## config.mk

```make
export PLATFORM = sky130hd
export DESIGN_NAME = dm_access_arbiter
export DESIGN_NICKNAME = d
export VERILOG_FILES = /design/src/rtl/dm_access_arbiter.sv
export SDC_FILE = /design/constraint.sdc
export NUM_CORES = 1
export LEC_CHECK = 0
export ABC_AREA = 1
export CAP_MARGIN = 20
export CORE_UTILIZATION = 40
export DETAILED_ROUTE_END_ITERATION = 10
export PLACE_DENSITY = 0.86
export SLEW_MARGIN = 20
export SYNTH_ARGS = -nofsm -noshare
export SYNTH_HDL_FRONTEND = slang
export SYNTH_SLANG_ARGS = --single-unit
```

## constraint.sdc

```tcl
create_clock -name clk -period 4.9 [get_ports clk]
set_input_delay 0.735 -clock clk [delete_from_list [all_inputs] [get_ports clk]]
set_output_delay 0.735 -clock clk [all_outputs]
set_load 0.02 [all_outputs]
```

## src/rtl/dm_access_arbiter.sv

```systemverilog
`default_nettype none
// ============================================================================
// Module      : dm_access_arbiter
// Description : Round-robin arbiter sharing a single-port data memory between
//               a CPU port (m0) and a debug/DMA port (m1), with bounded lock.
// Revision    : 1.0  initial release
// ============================================================================
module dm_access_arbiter #(
   parameter int ADDR_W   = 5,
   parameter int DATA_W   = 32,
   parameter int LOCK_MAX = 8
) (
   input  logic              clk,
   input  logic              reset,
   input  logic              m0_req,
   input  logic              m0_we,
   input  logic [ADDR_W-1:0] m0_addr,
   input  logic [DATA_W-1:0] m0_wd,
   input  logic              m0_lock,
   output logic              m0_gnt,
   output logic              m0_rvalid,
   output logic [DATA_W-1:0] m0_rd,
   input  logic              m1_req,
   input  logic              m1_we,
   input  logic [ADDR_W-1:0] m1_addr,
   input  logic [DATA_W-1:0] m1_wd,
   input  logic              m1_lock,
   output logic              m1_gnt,
   output logic              m1_rvalid,
   output logic [DATA_W-1:0] m1_rd,
   output logic [ADDR_W-1:0] dm_addr,
   output logic [DATA_W-1:0] dm_wd,
   output logic              dm_we,
   input  logic [DATA_W-1:0] dm_rd,
   output logic              lock_timeout
);
   localparam int              CNT_W      = $clog2(LOCK_MAX);
   localparam logic [CNT_W-1:0] C_CNT_LAST = CNT_W'(LOCK_MAX - 1);

   typedef enum logic [1:0] {
      IDLE  = 2'd0,
      LOCK0 = 2'd1,
      LOCK1 = 2'd2
   } state_t;

   state_t            state_q, state_d;
   logic              rr_ptr_q, rr_ptr_d;
   logic [CNT_W-1:0]  lock_cnt_q, lock_cnt_d;
   logic              lock_timeout_q, lock_timeout_d;
   logic              m0_rvalid_q, m0_rvalid_d;
   logic              m1_rvalid_q, m1_rvalid_d;
   logic [DATA_W-1:0] m0_rd_q, m0_rd_d;
   logic [DATA_W-1:0] m1_rd_q, m1_rd_d;
   logic              w_gnt0, w_gnt1;
   logic              w_rel;

   // Grants are gated by reset so nothing reaches the memory while it is held.
   always_comb begin
      w_gnt0 = 1'b0;
      w_gnt1 = 1'b0;
      if (!reset) begin
         case (state_q)
            IDLE: begin
               w_gnt0 = m0_req & (~m1_req | ~rr_ptr_q);
               w_gnt1 = m1_req & (~m0_req |  rr_ptr_q);
            end
            LOCK0:   w_gnt0 = m0_req;
            LOCK1:   w_gnt1 = m1_req;
            default: ;
         endcase
      end
   end

   always_comb begin
      dm_addr = '0;
      dm_wd   = '0;
      dm_we   = 1'b0;
      if (w_gnt0) begin
         dm_addr = m0_addr;
         dm_wd   = m0_wd;
         dm_we   = m0_we;
      end else if (w_gnt1) begin
         dm_addr = m1_addr;
         dm_wd   = m1_wd;
         dm_we   = m1_we;
      end
   end

   always_comb begin
      state_d        = state_q;
      rr_ptr_d       = rr_ptr_q;
      lock_cnt_d     = lock_cnt_q;
      lock_timeout_d = 1'b0;
      m0_rvalid_d    = w_gnt0 & ~m0_we;
      m1_rvalid_d    = w_gnt1 & ~m1_we;
      m0_rd_d        = m0_rvalid_d ? dm_rd : m0_rd_q;
      m1_rd_d        = m1_rvalid_d ? dm_rd : m1_rd_q;
      w_rel          = 1'b0;
      case (state_q)
         IDLE: begin
            if (w_gnt0) begin
               if (m0_lock) begin
                  state_d    = LOCK0;
                  lock_cnt_d = '0;
               end else begin
                  rr_ptr_d = 1'b1;
               end
            end else if (w_gnt1) begin
               if (m1_lock) begin
                  state_d    = LOCK1;
                  lock_cnt_d = '0;
               end else begin
                  rr_ptr_d = 1'b0;
               end
            end
         end
         LOCK0, LOCK1: begin
            w_rel = (state_q == LOCK0) ? (w_gnt0 & ~m0_lock) : (w_gnt1 & ~m1_lock);
            // A release coinciding with expiry counts as a clean release.
            if (w_rel || (lock_cnt_q == C_CNT_LAST)) begin
               state_d        = IDLE;
               rr_ptr_d       = (state_q == LOCK0);
               lock_timeout_d = ~w_rel;
            end else begin
               lock_cnt_d = lock_cnt_q + 1'b1;
            end
         end
         default: state_d = IDLE;
      endcase
   end

   always_ff @(posedge clk or posedge reset) begin
      if (reset) begin
         state_q        <= IDLE;
         rr_ptr_q       <= 1'b0;
         lock_cnt_q     <= '0;
         lock_timeout_q <= 1'b0;
         m0_rvalid_q    <= 1'b0;
         m1_rvalid_q    <= 1'b0;
         m0_rd_q        <= '0;
         m1_rd_q        <= '0;
      end else begin
         state_q        <= state_d;
         rr_ptr_q       <= rr_ptr_d;
         lock_cnt_q     <= lock_cnt_d;
         lock_timeout_q <= lock_timeout_d;
         m0_rvalid_q    <= m0_rvalid_d;
         m1_rvalid_q    <= m1_rvalid_d;
         m0_rd_q        <= m0_rd_d;
         m1_rd_q        <= m1_rd_d;
      end
   end

   assign m0_gnt       = w_gnt0;
   assign m1_gnt       = w_gnt1;
   assign m0_rvalid    = m0_rvalid_q;
   assign m1_rvalid    = m1_rvalid_q;
   assign m0_rd        = m0_rd_q;
   assign m1_rd        = m1_rd_q;
   assign lock_timeout = lock_timeout_q;

endmodule
`default_nettype wire

```

# Word level (Yosys, flattened, before mapping)
# Index checks and enable logic that the tools add are counted.
[totals] reg_bits=73 in_bits=114 elab_cells=73
[op_classes] add_sub_neg=1 eq_ne=10 muxes=31 bitwise_logic=16 n_reduce_logical=7
[ops] operator="2-to-1 mux 32 bit" count=2
[ops] operator="2-to-1 mux 3 bit" count=5
[ops] operator="!= test 3 bit, second input constant" count=5
[ops] operator="2-to-1 mux 1 bit" count=12
[ops] operator="2-to-1 mux 2 bit" count=5
[ops] operator="2-to-1 mux 5 bit" count=2
[ops] operator="AND reduction 5 bit" count=2
[ops] operator="inverter 1 bit" count=8
[ops] operator="AND 1 bit" count=6
[ops] operator="one-hot mux 1 bit (2 select lines)" count=3
[ops] operator="one-hot mux 3 bit (2 select lines)" count=1
[ops] operator="!= test 2 bit, second input constant" count=2
[ops] operator="one-hot mux 2 bit (2 select lines)" count=1
[ops] operator="AND reduction 4 bit" count=1
[ops] operator="adder 3 x 1 -> 3 bit, second input constant" count=1
[ops] operator="equality test 3 bit, second input constant" count=1
[ops] operator="equality test 2 x 1 -> 1 bit, second input constant" count=1
[ops] operator="equality test 2 bit, second input constant" count=1
[ops] operator="logical NOT 2 bit" count=1
[ops] operator="bitwise OR 1 bit" count=2
[ops] operator="nonzero test 2 bit" count=1
[ops] operator="OR reduction 2 bit" count=1
[ops] operator="logical OR 1 bit" count=1

# Longest topological paths before layout
[depth] ltp_word=10 depth_mapped=13 depth_no_buf=13

# Worst setup path before layout
# Ideal clock, no wire load.
[synth_timing] path_type="input-to-reg" start="input port reset" end="register lock_cnt_q[0]" setup_time_ps=117 arrival_ps=3094 required_time_ps=4783 path_slack_ps=1689 cell_stages=6 path_buffers=0 path_cell_list="inv_1 > nand4_1 > nand4_1 > inv_1 > nand3b_1 > nand2_1"
[synth_between] elab_chain_len=6
[synth_rtl] item="start: declaration" line="14" text="input logic reset,"
[synth_rtl] item="2-to-1 mux 1 bit" line="61" text="if (!reset) begin"
[synth_rtl] item="AND 1 bit" line="118" text="w_rel = (state_q == LOCK0) ? (w_gnt0 & ~m0_lock) : (w_gnt1 & ~m1_lock);"
[synth_rtl] item="2-to-1 mux 1 bit" line="118"
[synth_rtl] item="logical OR 1 bit" line="120" text="if (w_rel || (lock_cnt_q == C_CNT_LAST)) begin"
[synth_rtl] item="!= test 2 bit (no source line)"
[synth_rtl] item="AND reduction 5 bit (no source line)"
[synth_rtl] item="end signal: assignment" line="145" text="lock_cnt_q <= lock_cnt_d;"
[synth_rtl] item="end: declaration" line="48" text="logic [CNT_W-1:0] lock_cnt_q, lock_cnt_d;"
# Several ways; a longest one is shown, not always the timed one.
# A chain may end at the register's enable or synchronous reset.

# Worst setup path in the final report
[layout_timing] start="input port m0_req" end="output port dm_wd[17]"
[layout_between] elab_chain_len=7
[layout_rtl] item="start: declaration" line="15" text="input logic m0_req,"
[layout_rtl] item="inverter 1 bit" line="65" text="w_gnt1 = m1_req & (~m0_req | rr_ptr_q);"
[layout_rtl] item="bitwise OR 1 bit" line="65"
[layout_rtl] item="AND 1 bit" line="65"
[layout_rtl] item="one-hot mux 1 bit (2 select lines)" line="62" text="case (state_q)"
[layout_rtl] item="2-to-1 mux 1 bit" line="61"
[layout_rtl] item="2-to-1 mux 32 bit" line="82" text="end else if (w_gnt1) begin"
[layout_rtl] item="2-to-1 mux 32 bit *" line="78" text="if (w_gnt0) begin"
[layout_rtl] item="end: declaration" line="32" text="output logic [DATA_W-1:0] dm_wd,"
# Mark *: on every way between the ends. The rest lies on a longest branch, timed or not.

==> out/results.txt <==
Cts hold-fix bufs = 0
Hold Violations, Final = 0
Count of cell types in the netlist = 24
Worst Path Required = 4160 ps
Post-CTS setup buffer count = 0
Synth top area cells = dfrtp_1 51%, nand2_1 17%, o21ai_1 9.2%, nand3_1 6.6%, inv_1 4.8%
CTS Buf Count = 9
Fraction of registers with async set/reset = 1.000
Clk pin slew, worst setup/hold paths = 80 ps
Gr ovfl total = 0
Die area = 9351 um^2
Crit Path Class = in -> out
Top cell type's share of synthesized area = 0.5092
# diodes = 0
Max Cap Viol = 0
First-pass GRT wire length = 17,550 um
Most frequent cells in the layout = 220 x clkdlybuf4s50_1, 160 x nand2_1, 73 x dfrtp_1, 66 x o21ai_1, 47 x nand3_1
TritonCTS clock tree = done
Status = finished, final reports clean
Worst-case vdd ir drop = 395.2 uV
Max-slew violation count = 0
RSZ-0062 raised after global routing = false
Pwr Density = 583.9 nW/um^2
Vias = 3,721
Per-cell routed wire length = 13.93 um
Slew at the pin closest to its max-slew limit = 1048 ps
Post-route DRC = 0
Final Wtd Congestion = 0.8681
Final setup violation count = 0
Die H = 96.70 um
Drt first pass iters = 5
DRT antenna net count = 0
Final HPWL DP = 8026 um
Synth Register Bits = 73
Mapped Nets = 569
Fin Hold WS = 481.0 ps
Root Driver = clkbuf_8
Largest net degree at the start of global routing = 74
Worst Setup Start Kind = primary input
Total track usage = 0.2303
Most common cell after layout, fill and taps aside = clkdlybuf4s50_1
Floorplan Core Area = 8721 um^2
Total Power = 0.003494 W
Register area share after synthesis = 0.5092
Routed WL = 10,740 um
Yosys warns = 0
Min-Delay Path Class = reg -> reg
CTS resizes = 0
Max clock buf depth = 2
Mapped cell area = 3587 um^2
Setup TNS = 0 ps
Avg Cell Area, Syn = 7.989 um^2
Final Critical Period = 4010 ps
Port bufs = 220
Tcrit/Tclk final = 0.8184
Layout cells sized above 1 = 0.05430
Initial core utilization = 0.4113
Post-synth EDFFs = 0
Synth Instances = 449
CP Max Fanout = 44
Clk sink count = 73
Clock latency on the worst-skew pair = 340 ps
Largest area contributor in the netlist = dfrtp_1
Worst slew margin = 0.3016
Synth-to-Final Area Change = 66.83%
Die W = 96.70 um
Row Count = 34
Initial antenna violation count = 0
Number of fill cells = 670
Vias in the first global route = 3,700
DR iter-0 viols = 131
H-tree levels = 3
Worst Setup End Kind = output port
DR vias/cell = 4.826
Max Fclk = 249.4 MHz
Fin nets = 778
Ports = 221
Ys flop type = dfrtp_1
WP data arrival = 3280 ps
Setup Skew = 6.671 ps
P_leak = 2.867 nW
flip-flops by register name, summed over array words and instances, names as in the netlist:
signal	count
m0_rvalid	1
m1_rd	32
rr_ptr_q	1
m1_rvalid	1
lock_timeout	1
m0_rd	32
lock_cnt_q	3
state_q	2
per-stage QoR:
stage | cells | area (um^2) | utilization | worst slack (ps)
2_1_floorplan | 449 | 3587 | - | 1689
3_3_place_gp | 755 | 5796 | 0.6646 | 1038
3_5_place_dp | 755 | 5796 | 0.6646 | 900.4
4_1_cts | 771 | 5984 | 0.6862 | 900.8
5_1_grt | 771 | 5984 | 0.6862 | 710.5
6_report | 771 | 5984 | 0.6862 | 889.6
path summary, 6_finish.rpt:
kind / start / slack [ps] / endpoint / cells past startpoint
setup / recovery: m0_req / 890 / dm_wd[17] / 9
hold / removal: lock_cnt_q[1]$_DFFE_PP0P_ / 480 / lock_cnt_q[1]$_DFFE_PP0P_ / 2
setup reg to reg: state_q[0]$_DFFE_PP0P_ / 2340 / m0_rd[29]$_DFFE_PP0P_ / 11
hold reg to reg: lock_cnt_q[1]$_DFFE_PP0P_ / 480 / lock_cnt_q[1]$_DFFE_PP0P_ / 2
max in group asynchronous: reset / 3200 / m1_rd[29]$_DFFE_PP0P_ / 3
min in group asynchronous: reset / 1100 / m1_rvalid$_DFF_PP0_ / 3
layer usage:
metal | up-vias | part of all wire | global-route usage
li1 | 1829 | - | -
met1 | 1696 | 0.40 | 0.2697
met2 | 180 | 0.49 | 0.3933
met3 | 16 | 0.085 | 0.07298
met4 | 0 | 0.019 | 0.08840
met5 | - | 0 | 0
logic make-up after synthesis:
group           share of synthesized area
fa+ha+maj                         0.02093
buf+inv                           0.09592
simple gates                       0.2790
flops                              0.5092
compound gates                    0.09487
synthesized netlist by cell type (2+ instances only):
master	n
buf_6	5
nand4_1	3
o21ai_1	66
nand2_1	160
nand2_2	4
nand2_4	2
nor2_4	3
nand3_1	47
nor2_1	4
buf_2	14
ha_1	6
inv_1	46
dfrtp_1	73
inv_2	4
buf_4	3
critical path, cell delays in order:
cell and delay (ps):
clkdlybuf4s50_1 520, inv_1 70, nor2_2 180, nand2_4 300
inv_1 480, buf_12 230, nand2_1 60, nand2_1 60
clkdlybuf4s50_1 630
report_power, final:
part | total [W] | switching (W) | internal (W)
clock network | 0.000446 | 0.000231 | 0.000214
registers | 0.00102 | 0.000153 | 0.000871
logic | 0.00202 | 0.00111 | 0.000912
final cells by class:
class	instances	area, um^2	area share
multi-input combinational	302	1416	0.2367
tap	108	135.1	0.02258
inverter	50	187.7	0.03136
clock buffer	11	151.4	0.02530
clock inverter	5	37.54	0.006272
sequential	73	1827	0.3052
timing repair buffer	222	2230	0.3726
(Power assumes the default switching activity.)
